[src/rtl/sd_cmd_ctrl.sv]
// SD command sequencer: send, await response with timeout, report. No-response commands finish 2 cycles after tx_done; cmd_start while busy is dropped.
// Define SD_CMD_RETRY_EN to resend the latched command after a CRC error or timeout, at most MAX_RETRY extra times.
module sd_cmd_ctrl #(
    parameter int TIMEOUT_CYC = 1024
`ifdef SD_CMD_RETRY_EN
    ,
    parameter int MAX_RETRY   = 2
`endif
) (
    input  logic         ex_clk,
    input  logic         reset,
    input  logic         cmd_start,
    input  logic [5:0]   cmd_index,
    input  logic [31:0]  cmd_arg,
    input  logic [1:0]   resp_type,
    output logic         tx_start,
    output logic [5:0]   tx_index,
    output logic [31:0]  tx_arg,
    input  logic         tx_done,
    output logic         receive_en,
    output logic         R2_response,
    output logic         R3_response,
    input  logic         sd_receive_started,
    input  logic         sd_receive_finished,
    input  logic         crc_err,
    input  logic [126:0] response,
    output logic [126:0] resp_data,
    output logic         busy,
    output logic         done,
    output logic         err_crc,
    output logic         err_timeout
);
    localparam int CW = (TIMEOUT_CYC > 2) ? $clog2(TIMEOUT_CYC) : 1;

    typedef enum logic [2:0] {IDLE, SEND, WAIT_TX, RX, CHECK, DONE} state_t;

    state_t         state, state_nxt;
    logic [CW-1:0]  cnt, cnt_nxt;
    logic           rx_seen, rx_seen_nxt;
    logic [1:0]     rtype, rtype_nxt;
    logic [5:0]     tx_index_nxt;
    logic [31:0]    tx_arg_nxt;
    logic [126:0]   resp_data_nxt;
    logic           tx_start_nxt, receive_en_nxt, r2_nxt, r3_nxt;
    logic           busy_nxt, done_nxt, err_crc_nxt, err_timeout_nxt;
`ifdef SD_CMD_RETRY_EN
    localparam int RW = $clog2(MAX_RETRY + 2);
    logic [RW-1:0]  retry_cnt, retry_cnt_nxt;
`endif

    always_comb begin
        state_nxt       = state;
        cnt_nxt         = cnt;
        rx_seen_nxt     = rx_seen;
        rtype_nxt       = rtype;
        tx_index_nxt    = tx_index;
        tx_arg_nxt      = tx_arg;
        resp_data_nxt   = resp_data;
        tx_start_nxt    = 1'b0;
        receive_en_nxt  = receive_en;
        r2_nxt          = R2_response;
        r3_nxt          = R3_response;
        busy_nxt        = busy;
        done_nxt        = 1'b0;
        err_crc_nxt     = err_crc;
        err_timeout_nxt = err_timeout;
`ifdef SD_CMD_RETRY_EN
        retry_cnt_nxt   = retry_cnt;
`endif
        case (state)
            IDLE: if (cmd_start) begin
                tx_index_nxt    = cmd_index;
                tx_arg_nxt      = cmd_arg;
                rtype_nxt       = resp_type;
                r2_nxt          = (resp_type == 2'd2);
                r3_nxt          = (resp_type == 2'd3);
                err_crc_nxt     = 1'b0;
                err_timeout_nxt = 1'b0;
                busy_nxt        = 1'b1;
`ifdef SD_CMD_RETRY_EN
                retry_cnt_nxt   = '0;
`endif
                state_nxt       = SEND;
            end
            SEND: begin
                tx_start_nxt = 1'b1;
                state_nxt    = WAIT_TX;
            end
            WAIT_TX: if (tx_done) begin
                if (rtype == 2'd0) begin
                    state_nxt = DONE;
                end else begin
                    receive_en_nxt = 1'b1;
                    cnt_nxt        = '0;
                    rx_seen_nxt    = 1'b0;
                    state_nxt      = RX;
                end
            end
            RX: begin
                // A finishing response beats a timeout landing in the same cycle.
                if (sd_receive_finished) begin
                    resp_data_nxt  = response;
                    err_crc_nxt    = crc_err;
                    receive_en_nxt = 1'b0;
                    state_nxt      = CHECK;
                end else if (!rx_seen && !sd_receive_started &&
                             cnt == CW'(TIMEOUT_CYC - 1)) begin
                    err_timeout_nxt = 1'b1;
                    receive_en_nxt  = 1'b0;
                    state_nxt       = CHECK;
                end else if (rx_seen || sd_receive_started) begin
                    rx_seen_nxt = 1'b1;
                end else begin
                    cnt_nxt = cnt + CW'(1);
                end
            end
            CHECK: begin
                state_nxt = DONE;
`ifdef SD_CMD_RETRY_EN
                if ((err_crc || err_timeout) && retry_cnt < RW'(MAX_RETRY)) begin
                    retry_cnt_nxt   = retry_cnt + RW'(1);
                    err_crc_nxt     = 1'b0;
                    err_timeout_nxt = 1'b0;
                    state_nxt       = SEND;
                end
`endif
            end
            DONE: begin
                done_nxt  = 1'b1;
                busy_nxt  = 1'b0;
                state_nxt = IDLE;
            end
            default: state_nxt = IDLE;
        endcase
    end

    always_ff @(posedge ex_clk) begin
        if (reset) begin
            state       <= IDLE;
            cnt         <= '0;
            rx_seen     <= 1'b0;
            rtype       <= 2'd0;
            tx_index    <= '0;
            tx_arg      <= '0;
            resp_data   <= '0;
            tx_start    <= 1'b0;
            receive_en  <= 1'b0;
            R2_response <= 1'b0;
            R3_response <= 1'b0;
            busy        <= 1'b0;
            done        <= 1'b0;
            err_crc     <= 1'b0;
            err_timeout <= 1'b0;
`ifdef SD_CMD_RETRY_EN
            retry_cnt   <= '0;
`endif
        end else begin
            state       <= state_nxt;
            cnt         <= cnt_nxt;
            rx_seen     <= rx_seen_nxt;
            rtype       <= rtype_nxt;
            tx_index    <= tx_index_nxt;
            tx_arg      <= tx_arg_nxt;
            resp_data   <= resp_data_nxt;
            tx_start    <= tx_start_nxt;
            receive_en  <= receive_en_nxt;
            R2_response <= r2_nxt;
            R3_response <= r3_nxt;
            busy        <= busy_nxt;
            done        <= done_nxt;
            err_crc     <= err_crc_nxt;
            err_timeout <= err_timeout_nxt;
`ifdef SD_CMD_RETRY_EN
            retry_cnt   <= retry_cnt_nxt;
`endif
        end
    end
endmodule

[config.mk]
export PLATFORM = sky130hd
export DESIGN_NAME = sd_cmd_ctrl
export DESIGN_NICKNAME = d
export VERILOG_FILES = /design/src/rtl/sd_cmd_ctrl.sv
export SDC_FILE = /design/constraint.sdc
export NUM_CORES = 1
export LEC_CHECK = 0
export CORE_AREA = 2 2 134 136
export DETAILED_ROUTE_END_ITERATION = 10
export DIE_AREA = 0 0 136 138
export PLACE_DENSITY_LB_ADDON = 0.3
export SYNTH_ARGS = -nofsm -noshare
export SYNTH_HDL_FRONTEND = slang
export SYNTH_SLANG_ARGS = --single-unit
[constraint.sdc]
create_clock -name ex_clk -period 2.6 [get_ports ex_clk]
set_input_delay 0.52 -clock ex_clk [delete_from_list [all_inputs] [get_ports ex_clk]]
set_output_delay 0.52 -clock ex_clk [all_outputs]
set_load 0.1 [all_outputs]
==> results.json <==
{
  "status": "complete, no violations",
  "die_area_mm2": 0.01877,
  "core.rowCount": 49,
  "fin_crit_sh": 0.8373,
  "whs_path_depth": 2,
  "yosysWarnings": 0,
  "place.gp.congestion": 0.8315,
  "die_y_um": 138,
  "overflow": 0,
  "clk_path_buf_depth": 2,
  "drtIter0Drc": 364,
  "syn_inst": 857,
  "cp_max_fo": 10,
  "yosys.cell_count.top_type": "nand2_1",
  "placed_area_mm2": 0.01006,
  "clock-root-buffer": "clkbuf_16",
  "final-hold-violation-count": 0,
  "grtUsageTotal": 0.2148,
  "synth_area_leaders": "dfxtp_1 (56%), nand2_1 (19%), a21oi_1 (13%), clkbuf_1 (3.0%), a32o_1 (1.0%)",
  "tns_ns": 0,
  "synth_area_mm2": 0.006784,
  "skew_ns": 0.01184,
  "cpPeakStageDelay_ns": 0.75,
  "arrival_ns": 2.55,
  "required_ns": 2.97,
  "max-slew-margin-rel": 0.6250,
  "drive_above_1_share": 0.1922,
  "critPathKind": "flop to flop",
  "worst-path-stages": 5,
  "tightest_slew_ns": 0.5574,
  "drc_errors": 0,
  "end_kind": "flop",
  "powerDensity_mw_per_mm2": 675.9,
  "area_delta_synth_final_pct": 57.30,
  "cts_resized": 0,
  "r2r-start": "cnt[0]$_SDFFE_PP0P_",
  "post_cts_buffers": 0,
  "fin_crit_ns": 2.177,
  "fmax_ghz": 0.4593,
  "synthFlopType": "dfxtp_1",
  "power_mw": 7.213,
  "path_clk_slew_ns": 0.07,
  "die_x_um": 136,
  "slowest_stage": "or4_1",
  "routed_wl_mm": 20.65,
  "grt_start_max_net_pins": 84,
  "fillerInstances": 1597,
  "antenna_found_initial": 0,
  "r2r_setup_slack_ns": 0.42,
  "place_hpwl_mm": 14.61,
  "cap_viol_max_count": 0,
  "vias_per_cell": 4.860,
  "io_pins": 347,
  "synthArstFlopShare": 0,
  "cts_tree": "yes",
  "cp_top_family": "simple AND/OR/NAND/NOR gates",
  "io_buffers": 346,
  "wl_per_cell_um": 14.59,
  "clock-sinks": 189,
  "syn_avg_cell_area_um2": 7.916,
  "grt_pass1_vias": 6308,
  "p_leak_nw": 4.105,
  "ys_ff_latch": 189,
  "stdcell_area_mm2": 0.01067,
  "drt_pass1_iterations": 5,
  "cp-startpoint": "cnt[0]$_SDFFE_PP0P_",
  "cts_hold_repair.buffers": 0,
  "critPathLaunchType": "flop",
  "ir_drop_mv": 0.4300,
  "crit_chain": "ha_1 > nand3_1 > or4_1 > a311oi_1 > a41o_1",
  "seq_area_frac_synth": 0.5577,
  "synthDistinctLibCells": 43,
  "synth_top_area_share": 0.5577,
  "hold_class": "flop to flop",
  "drv_slew": 0,
  "rsz0062_at_grt": "no",
  "synth.net_count": 1032,
  "rr_worst_depth": 5,
  "diodes": 0,
  "start_util": 0.3869,
  "nets": 1348,
  "setup_violations": 0,
  "htreeDepth": 4,
  "worst_hold_startpoint": "resp_data[98]$_SDFFE_PP0N_",
  "clk_latency_ns": 0.42,
  "core-area_mm2": 0.01753,
  "grt_pass1_wl_mm": 32.21,
  "synth-edff-count": 0,
  "cts_buffers": 17,
  "dr_total_vias": 6877,
  "antenna_left": 0,
  "yosys.area.top_type": "dfxtp_1",
  "crit_buf_inv": 0,
  "netlist_top_cells_count": "nand2_1 (343), dfxtp_1 (189), a21oi_1 (176)",
  "whs_ns": 0.4523
}
kinds of logic (layout without fill, tap and decap cells):
kind of cell / after synthesis / in the layout / share of synthesized area
adder cells (fa/ha/maj): 1 / 1 / 0.001844
AO/OA/AOI/OAI: 208 / 208 / 0.1675
AND/OR/NAND/NOR: 392 / 392 / 0.2333
flip-flops: 189 / 189 / 0.5577
buffers and inverters: 67 / 396 / 0.03965
tightest hold or removal path: stages (launching register included):
cell and delay, ns:
dfxtp_1 0.31, nand2_1 0.05, a21oi_1 0.05
layout by cell type (no fill, tap or decap), drive strengths merged, types with 7 or more instances in the layout:
cell | Yosys | final
a32o | 7 | 7
nand2 | 343 | 343
clkbuf | 54 | 20
dfxtp | 189 | 189
o21ai | 9 | 9
buf | 11 | 190
clkdlybuf4s50 | 0 | 172
nand3 | 9 | 9
nor3 | 8 | 8
a21oi | 176 | 176
stage by stage:
step | util | cells | worst slack, ns
4_1_cts | 0.6086 | 1415 | 0.4701
2_1_floorplan | - | 857 | 0.7485
6_report | 0.6086 | 1415 | 0.4230
3_3_place_gp | 0.5739 | 1383 | 0.1585
5_1_grt | 0.6086 | 1415 | 0.3043
3_5_place_dp | 0.5739 | 1383 | 0.1683
where the power goes:
part | switching, mW | internal, mW
registers | 0.0661 | 3.00
clock network | 1.16 | 1.50
logic | 1.02 | 0.468
total | 2.25 | 4.96
cell type report:
type | instances | area [µm²] | share of cell area
inverters | 2 | 7.507 | 0.0007035
clock buffers | 20 | 456.7 | 0.04280
multi-input cells | 601 | 2746 | 0.2574
flip-flops and latches | 189 | 3784 | 0.3546
repair buffers | 362 | 3239 | 0.3036
well taps | 229 | 286.5 | 0.02685
clock inverters | 12 | 151.4 | 0.01419
state kept, by name, summed over array words and instances (netlist names), 2 cells and up:
name	cells
resp_data	127
tx_arg	32
cnt	10
tx_index	6
state	3
rtype	2
path summary, 6_finish.rpt:
path | to
min reg2reg | resp_data[98]$_SDFFE_PP0N_
min | resp_data[98]$_SDFFE_PP0N_
max reg2reg | cnt[9]$_SDFFE_PP0P_
max | cnt[9]$_SDFFE_PP0P_
per-layer routing:
metal,vias to the layer above,track usage,share of wire
met5,-,0,0
met4,0,0.07950,0.028
met3,37,0.07004,0.081
met2,234,0.3605,0.49
met1,3142,0.2545,0.41
li1,3464,-,-
(Power assumes the default switching activity.)
